### src/rtl/lif_neuron_core.sv
// Single leaky integrate-and-fire neuron: leaks, integrates input current, fires at a
// programmable threshold and then holds in a refractory window.
module lif_neuron_core #(
  parameter int WIDTH         = 8,
  parameter int THRESHOLD     = 200,
  parameter int LEAK_SHIFT    = 4,
  parameter int REFRAC_CYCLES = 4
) (
  input  logic             clk,
  input  logic             rst_n,
  input  logic             ena,
  input  logic [WIDTH-1:0] current_in,
  input  logic             in_valid,
  input  logic             thr_load,
  input  logic [WIDTH-1:0] thr_in,
  output logic [WIDTH-1:0] membrane,
  output logic             spike,
  output logic             refractory,
  output logic [7:0]       spike_count,
  output logic             fsm_state
);

  localparam int CW = (REFRAC_CYCLES < 1) ? 1 : $clog2(REFRAC_CYCLES + 1);

  localparam logic [0:0] ST_INTEGRATE = 1'b0;
  localparam logic [0:0] ST_REFRACT   = 1'b1;

  logic [0:0]       state;
  logic [CW-1:0]    refrac_cnt;
  logic [WIDTH-1:0] threshold;
  logic [WIDTH-1:0] leaked;
  logic [WIDTH:0]   sum;
  logic             fire;
  logic [WIDTH-1:0] sum_sat;

  // The sum keeps one extra bit so the threshold compare sees the true value.
  always_comb begin
    leaked  = membrane - (membrane >> LEAK_SHIFT);
    sum     = {1'b0, leaked} + (in_valid ? {1'b0, current_in} : '0);
    fire    = (sum >= {1'b0, threshold});
    sum_sat = sum[WIDTH] ? '1 : sum[WIDTH-1:0];
  end

  always_ff @(posedge clk or negedge rst_n) begin
    if (!rst_n) begin
      state       <= ST_INTEGRATE;
      refrac_cnt  <= '0;
      threshold   <= WIDTH'(THRESHOLD);
      membrane    <= '0;
      spike       <= 1'b0;
      spike_count <= '0;
    end else if (ena) begin
      // A load takes effect after this edge; this cycle's compare uses the old value.
      if (thr_load) threshold <= thr_in;
      case (state)
        ST_INTEGRATE: begin
          if (fire) begin
            membrane    <= '0;
            spike       <= 1'b1;
            spike_count <= spike_count + 8'd1;
            if (REFRAC_CYCLES != 0) begin
              refrac_cnt <= CW'(REFRAC_CYCLES);
              state      <= ST_REFRACT;
            end
          end else begin
            membrane <= sum_sat;
            spike    <= 1'b0;
          end
        end
        default: begin
          membrane   <= '0;
          spike      <= 1'b0;
          refrac_cnt <= refrac_cnt - CW'(1);
          if (refrac_cnt == CW'(1)) state <= ST_INTEGRATE;
        end
      endcase
    end else begin
      spike <= 1'b0;
    end
  end

  assign refractory = (refrac_cnt != '0);
  assign fsm_state  = state;

endmodule

### config.mk
export PLATFORM = sky130hd
export DESIGN_NAME = lif_neuron_core
export DESIGN_NICKNAME = d
export VERILOG_FILES = /design/src/rtl/lif_neuron_core.sv
export SDC_FILE = /design/constraint.sdc
export NUM_CORES = 1
export LEC_CHECK = 0
export CAP_MARGIN = 0
export CELL_PAD_IN_SITES_DETAIL_PLACEMENT = 1
export CELL_PAD_IN_SITES_GLOBAL_PLACEMENT = 2
export CORE_AREA = 2 2 76 78
export CTS_BUF_LIST = sky130_fd_sc_hd__clkbuf_16
export DETAILED_ROUTE_END_ITERATION = 12
export DIE_AREA = 0 0 78 80
export DONT_BUFFER_PORTS = 1
export MAX_ROUTING_LAYER = met4
export PLACE_DENSITY_LB_ADDON = 0.1
export SLEW_MARGIN = 20
export SYNTH_ARGS = -nofsm -noshare
export SYNTH_HDL_FRONTEND = slang
export SYNTH_SLANG_ARGS = --single-unit
### constraint.sdc
create_clock -name clk -period 4.9 [get_ports clk]
set_input_delay 0.735 -clock clk [delete_from_list [all_inputs] [get_ports clk]]
set_output_delay 0.735 -clock clk [all_outputs]
set_load 0.02 [all_outputs]
======== After elaboration in Yosys (flattened, before gate mapping) ========
Cells that the tools add are included.
storage, ports and cells
  register bits after elaboration ......... 29
  bits in latches ......................... 0
  bits in read-only memories .............. 0
  logic and storage cells ................. 29
  output and inout bits ................... 19
  bits in writable memories ............... 0
  bits of input ports ..................... 21
  memories kept ........................... 0
cells by class
  reductions and logical operators ........ 5
  bitwise logic cells ..................... 1
  order comparisons ....................... 1
  divide/modulo/power cells ............... 0
  multiply operators ...................... 0
  equality and inequality tests ........... 1
  add/subtract/negate cells ............... 4
  multiplexer cells ....................... 11
  shift operators ......................... 0
operators by type and width
  operator               number
  $mux W8                4
  $add A8 B8 Y9          1
  $ge A9 B8 Y1           1
  $add A8 B1 Y8 const B  1
  $sub A8 B4 Y8          1
  $mux W3                2
  $mux W1                5
  $reduce_and A2 Y1      2
  $eq A3 B1 Y1 const B   1
  $reduce_and A3 Y1      1
  $reduce_bool A3 Y1     1
  $sub A3 B1 Y3 const B  1
  $reduce_bool A2 Y1     1
  $not A1 Y1             1

======== Depth between registers and ports, before layout ========
  word-level depth ........................ 6
  mapped depth ............................ 21
  depth with buffers taken out ............ 21

======== Worst setup path before layout ========
Ideal clock, no wire load.
  path kind ............................... reg2reg
  start point ............................. register membrane[0]
  end point ............................... register spike_count[5]
  path slack .............................. 797 ps
  library setup time ...................... 129 ps
  required time ........................... 4771 ps
  period minus slack after synthesis ...... 4103 ps
  cell stages (with the launch flop) ...... 19
  path buffers ............................ 0
  data arrival time ....................... 3974 ps
  cell sequence ........................... dfrtp_1 -> inv_1 -> ha_1 -> fa_1 -> nor2b_1 -> o21ai_1 -> nor2b_1 -> xnor2_1 -> ha_1 -> nor2b_1 -> a311oi_1 -> xnor2_1 -> ha_1 -> and4_1 -> o21ai_1 -> o211ai_1 -> a221oi_2 -> or4_1 -> xnor2_1
between the ends
  cells in the longest elaborated chain, start to end .. 4
ends and longest elaborated chain
  what                         line  source
  start: declaration           16    output logic [WIDTH-1:0] membrane,
  start signal: assignment     66    membrane <= sum_sat;
  $sub A8 B4 Y8                38    leaked = membrane - (membrane >> LEAK_SHIFT);
  $add A8 B8 Y9                39    sum = {1'b0, leaked} + (in_valid ? {1'b0, current_in} : '0);
  $ge A9 B8 Y1                 40    fire = (sum >= {1'b0, threshold});
  $reduce_and A3 Y1 (no line)  -
  end signal: assignment       60    spike_count <= spike_count + 8'd1;
  end: declaration             19    output logic [7:0] spike_count,
Every way passes these cells.
A chain may end at the register's enable or synchronous reset.

======== Worst setup path in the final report ========
  start point ............................. register membrane[4]
  end point ............................... register spike_count[7]
Same word-level chain as after synthesis.

==> flow_summary.yaml <==
outcome:
  outcome: "finished clean"
grt:
  grt_max_degree: 30
  grt_overflow: 0
  grt_use_total: 0.184
  grt_first_pass_wirelength_mm: 8.51
  grt_pass1_vias: 1714
  antenna_found_initial: 0
power:
  comb_power_share: 0.567
  power_frac_clock: 0.194
  total_power_uw: 1760
  power.switching_uw: 792
  power_frac_seq: 0.239
  power_leakage_uw: 0.00106
  cellInternalPower_uw: 972
  irDropWorstVdd_mv: 0.237
  swShare: 0.449
  power.density_mw_per_mm2: 772
yosys:
  yosys.area_share.simple: 0.162
  yosys.area.top_type_share: 0.321
  synthFlopType: "dfrtp_1"
  avgSynthCellArea_um2: 9.65
  ys_seq_elements: 29
  postSynthCellCount: 210
  async_reset_ff_frac: 1.00
  yosys.area_share.adder: 0.168
  yosys-top-cells-area: "dfrtp_1 32%, ha_1 15%, xnor2_1 5.6%"
  yosysTopAreaCell: "dfrtp_1"
  yosysWarnings: 0
  yosys.area_share.xor_xnor: 0.0778
  synth-compound-area-share: 0.127
  muxShareOfSynthArea: 0.0500
  synth_edf_count: 0
  synth-seq-area-share: 0.360
  syn-cell-area_mm2: 0.00203
  syn_nets: 257
  synth_top_family_by_area: "adder cells"
  ys_types: 38
flow_run:
  drv_cap: 0
critical_path:
  path_cells: "ha_1, fa_1, nor2b_1, o21ai_1, nor2b_1, xnor2_1, ha_1, nor2b_1, a311oi_2, xnor2_1, ha_1, and4_1, o21ai_1, o211ai_1, a221oi_2, or4_1, xnor2_1"
  critPathKind: "flop to flop"
  cp_slowest_cell: "or4_1"
  arrival_ps: 4630
  critPathMaxStageDelay_ps: 570
  start_kind: "flop"
  worst_ep_required_time_ps: 5050
  worstSetupEndpointType: "flop"
  worstPathMaxFanout: 5
final_layout:
  fin_util: 0.423
  fin_cells: 289
  syn2layout_area_growth_pct: 12.8
  finalNetCount: 263
  final_area_mm2: 0.00229
  fillCellCount: 632
  multiInputGateArea_mm2: 0.00119
  n_antenna_cell: 0
  drive_gt1_frac: 0.0691
  regArea_um2: 729
detailed_routing:
  wirelength_mm: 4.92
  drt_first_pass_iters: 2
  drc: 0
  drtIter0Drc: 51
  wl_per_cell_um: 17.0
  viasPerCell: 5.19
  num_vias: 1499
  final_antenna_net_count: 0
timing:
  rsz0062_at_grt: "false"
  fin_worst_skew_ps: 3.39
  fmax_mhz: 223
  max_slew_margin: 0.702
  drv_slew: 0
  hold_viol_final: 0
  tightest_slew_ps: 447
  setup_viol: 0
  post-route-period-util: 0.914
  period_needed_ps: 4480
  tns_ps: 0
cts:
  cts_buffers: 5
  cts.root.buffer_cell: "clkbuf_16"
  cts_tree: "built"
  cts.sinks: 29
  clkTransAtPathRegs_ps: 50
  ctsHtreeMaxLevel: 2
  holdBufCountCts: 0
  clockBufferDepth: 2
  clkLatencyLatePin_ps: 270
placement:
  gp_congestion: 0.766
  hpwl_mm: 3.96
  post_dp_cell_area_mm2: 0.00212
  place_inst: 281
  io_buffer_count: 0
floorplan:
  initial_core_util: 0.375
  core_mm2: 0.00541
  chipWidth_um: 78
  die_y_um: 80
  die-area_mm2: 0.00624
  rows: 27
  ios: 40
worst_hold_path:
  worstHoldPathType: "input pin to asynchronous set/reset pin"
[synthesized netlist by cell type (2+ instances only)]
cell type   n
a31o_1      3
o21ai_1     8
fa_1        2
a211o_1     2
o211ai_1    3
nor2_1     12
and2_1      8
clkbuf_1    2
ha_1       24
a21oi_1     3
xor2_1      5
dfstp_2     3
nand3_1    10
nand2b_1    4
inv_1      28
nor3_1      4
nand2_1    13
dfrtp_1    26
o21ai_0     3
mux2_1      9
xnor2_1    13
or4_1       2
nor2b_1     8
[placed cells by master, fill, tap and decap left out, drive strengths merged, types with 8 or more instances in the layout]
master	netlist	layout
xnor2	13	13
nand3	10	10
inv	28	29
dfrtp	26	26
mux2	9	9
nand2	13	13
and2	8	8
nor2b	8	8
ha	24	24
nor2	12	12
o21ai	11	11
[final cells by class]
type / count / share of cell area
flip-flops and latches: 29 / 0.319
repair buffers: 1 / 0.00328
multi-input cells: 151 / 0.521
clock inverters: 3 / 0.0164
clock buffers: 5 / 0.0547
inverters: 28 / 0.0460
well taps: 72 / 0.0394
[path summary, 6_finish.rpt]
path	slack (ps)	start	cells past startpoint	to
worst max-delay path	420	membrane[4]	17	spike_count[7]
max in group asynchronous	4560	rst_n	0	threshold[3]
worst max register to register	420	membrane[4]	17	spike_count[7]
worst min-delay path	150	rst_n	0	membrane[4]
min in group clk	490	threshold[2]	1	threshold[2]
worst min register to register	490	threshold[2]	1	threshold[2]
[sequential cells by signal (all words and copies together), names as in the netlist]
register	count
spike	1
fsm_state	1
refrac_cnt	3
threshold	8
membrane	8
spike_count	8
[logic make-up after synthesis]
logic type / count (synthesis)
AND/OR/NAND/NOR: 64
AO/OA/AOI/OAI: 34
buffers and inverters: 30
flip-flops: 29
adder cells (fa/ha/maj): 26
XOR/XNOR: 18
multiplexers: 9
[through the flow]
step           hold WS, ps  setup slack (ps)
2_1_floorplan          439               797
3_3_place_gp           440               360
3_5_place_dp           440               321
4_1_cts                145               296
5_1_grt                138              67.1
6_report               151               422
[power by group through the flow]
stage | logic, uW | clock network [uW] | registers [uW]
3_5_place_dp | 1000 | 0 | 428
5_1_grt | 1150 | 366 | 432
4_1_cts | 1010 | 352 | 424
3_3_place_gp | 975 | 0 | 421
6_report | 1000 | 342 | 421
2_1_floorplan | 770 | 0 | 401
[per-layer routing]
layer	part of all wire	global-route usage
met5	0	-
met4	0.013	0.0526
met3	0.046	0.0452
met2	0.51	0.327
met1	0.44	0.207
[worst max-delay path, delay by kind of cell (launching register included)]
kind / cells / cell delay (ps)
simple gates: 5 / 1210
flops: 1 / 510
fa+ha+maj: 4 / 1360
xor+xnor: 3 / 440
compound gates: 5 / 860
[repair_timing]
| item | 4_1_cts | 5_1_grt |
|---|---|---|
| gates resized for setup | 0 | 1 |
| buffers inserted | 0 | 0 |
| setup endpoints to repair | 0 | 2 |
Power figures use the tool's default switching activity.
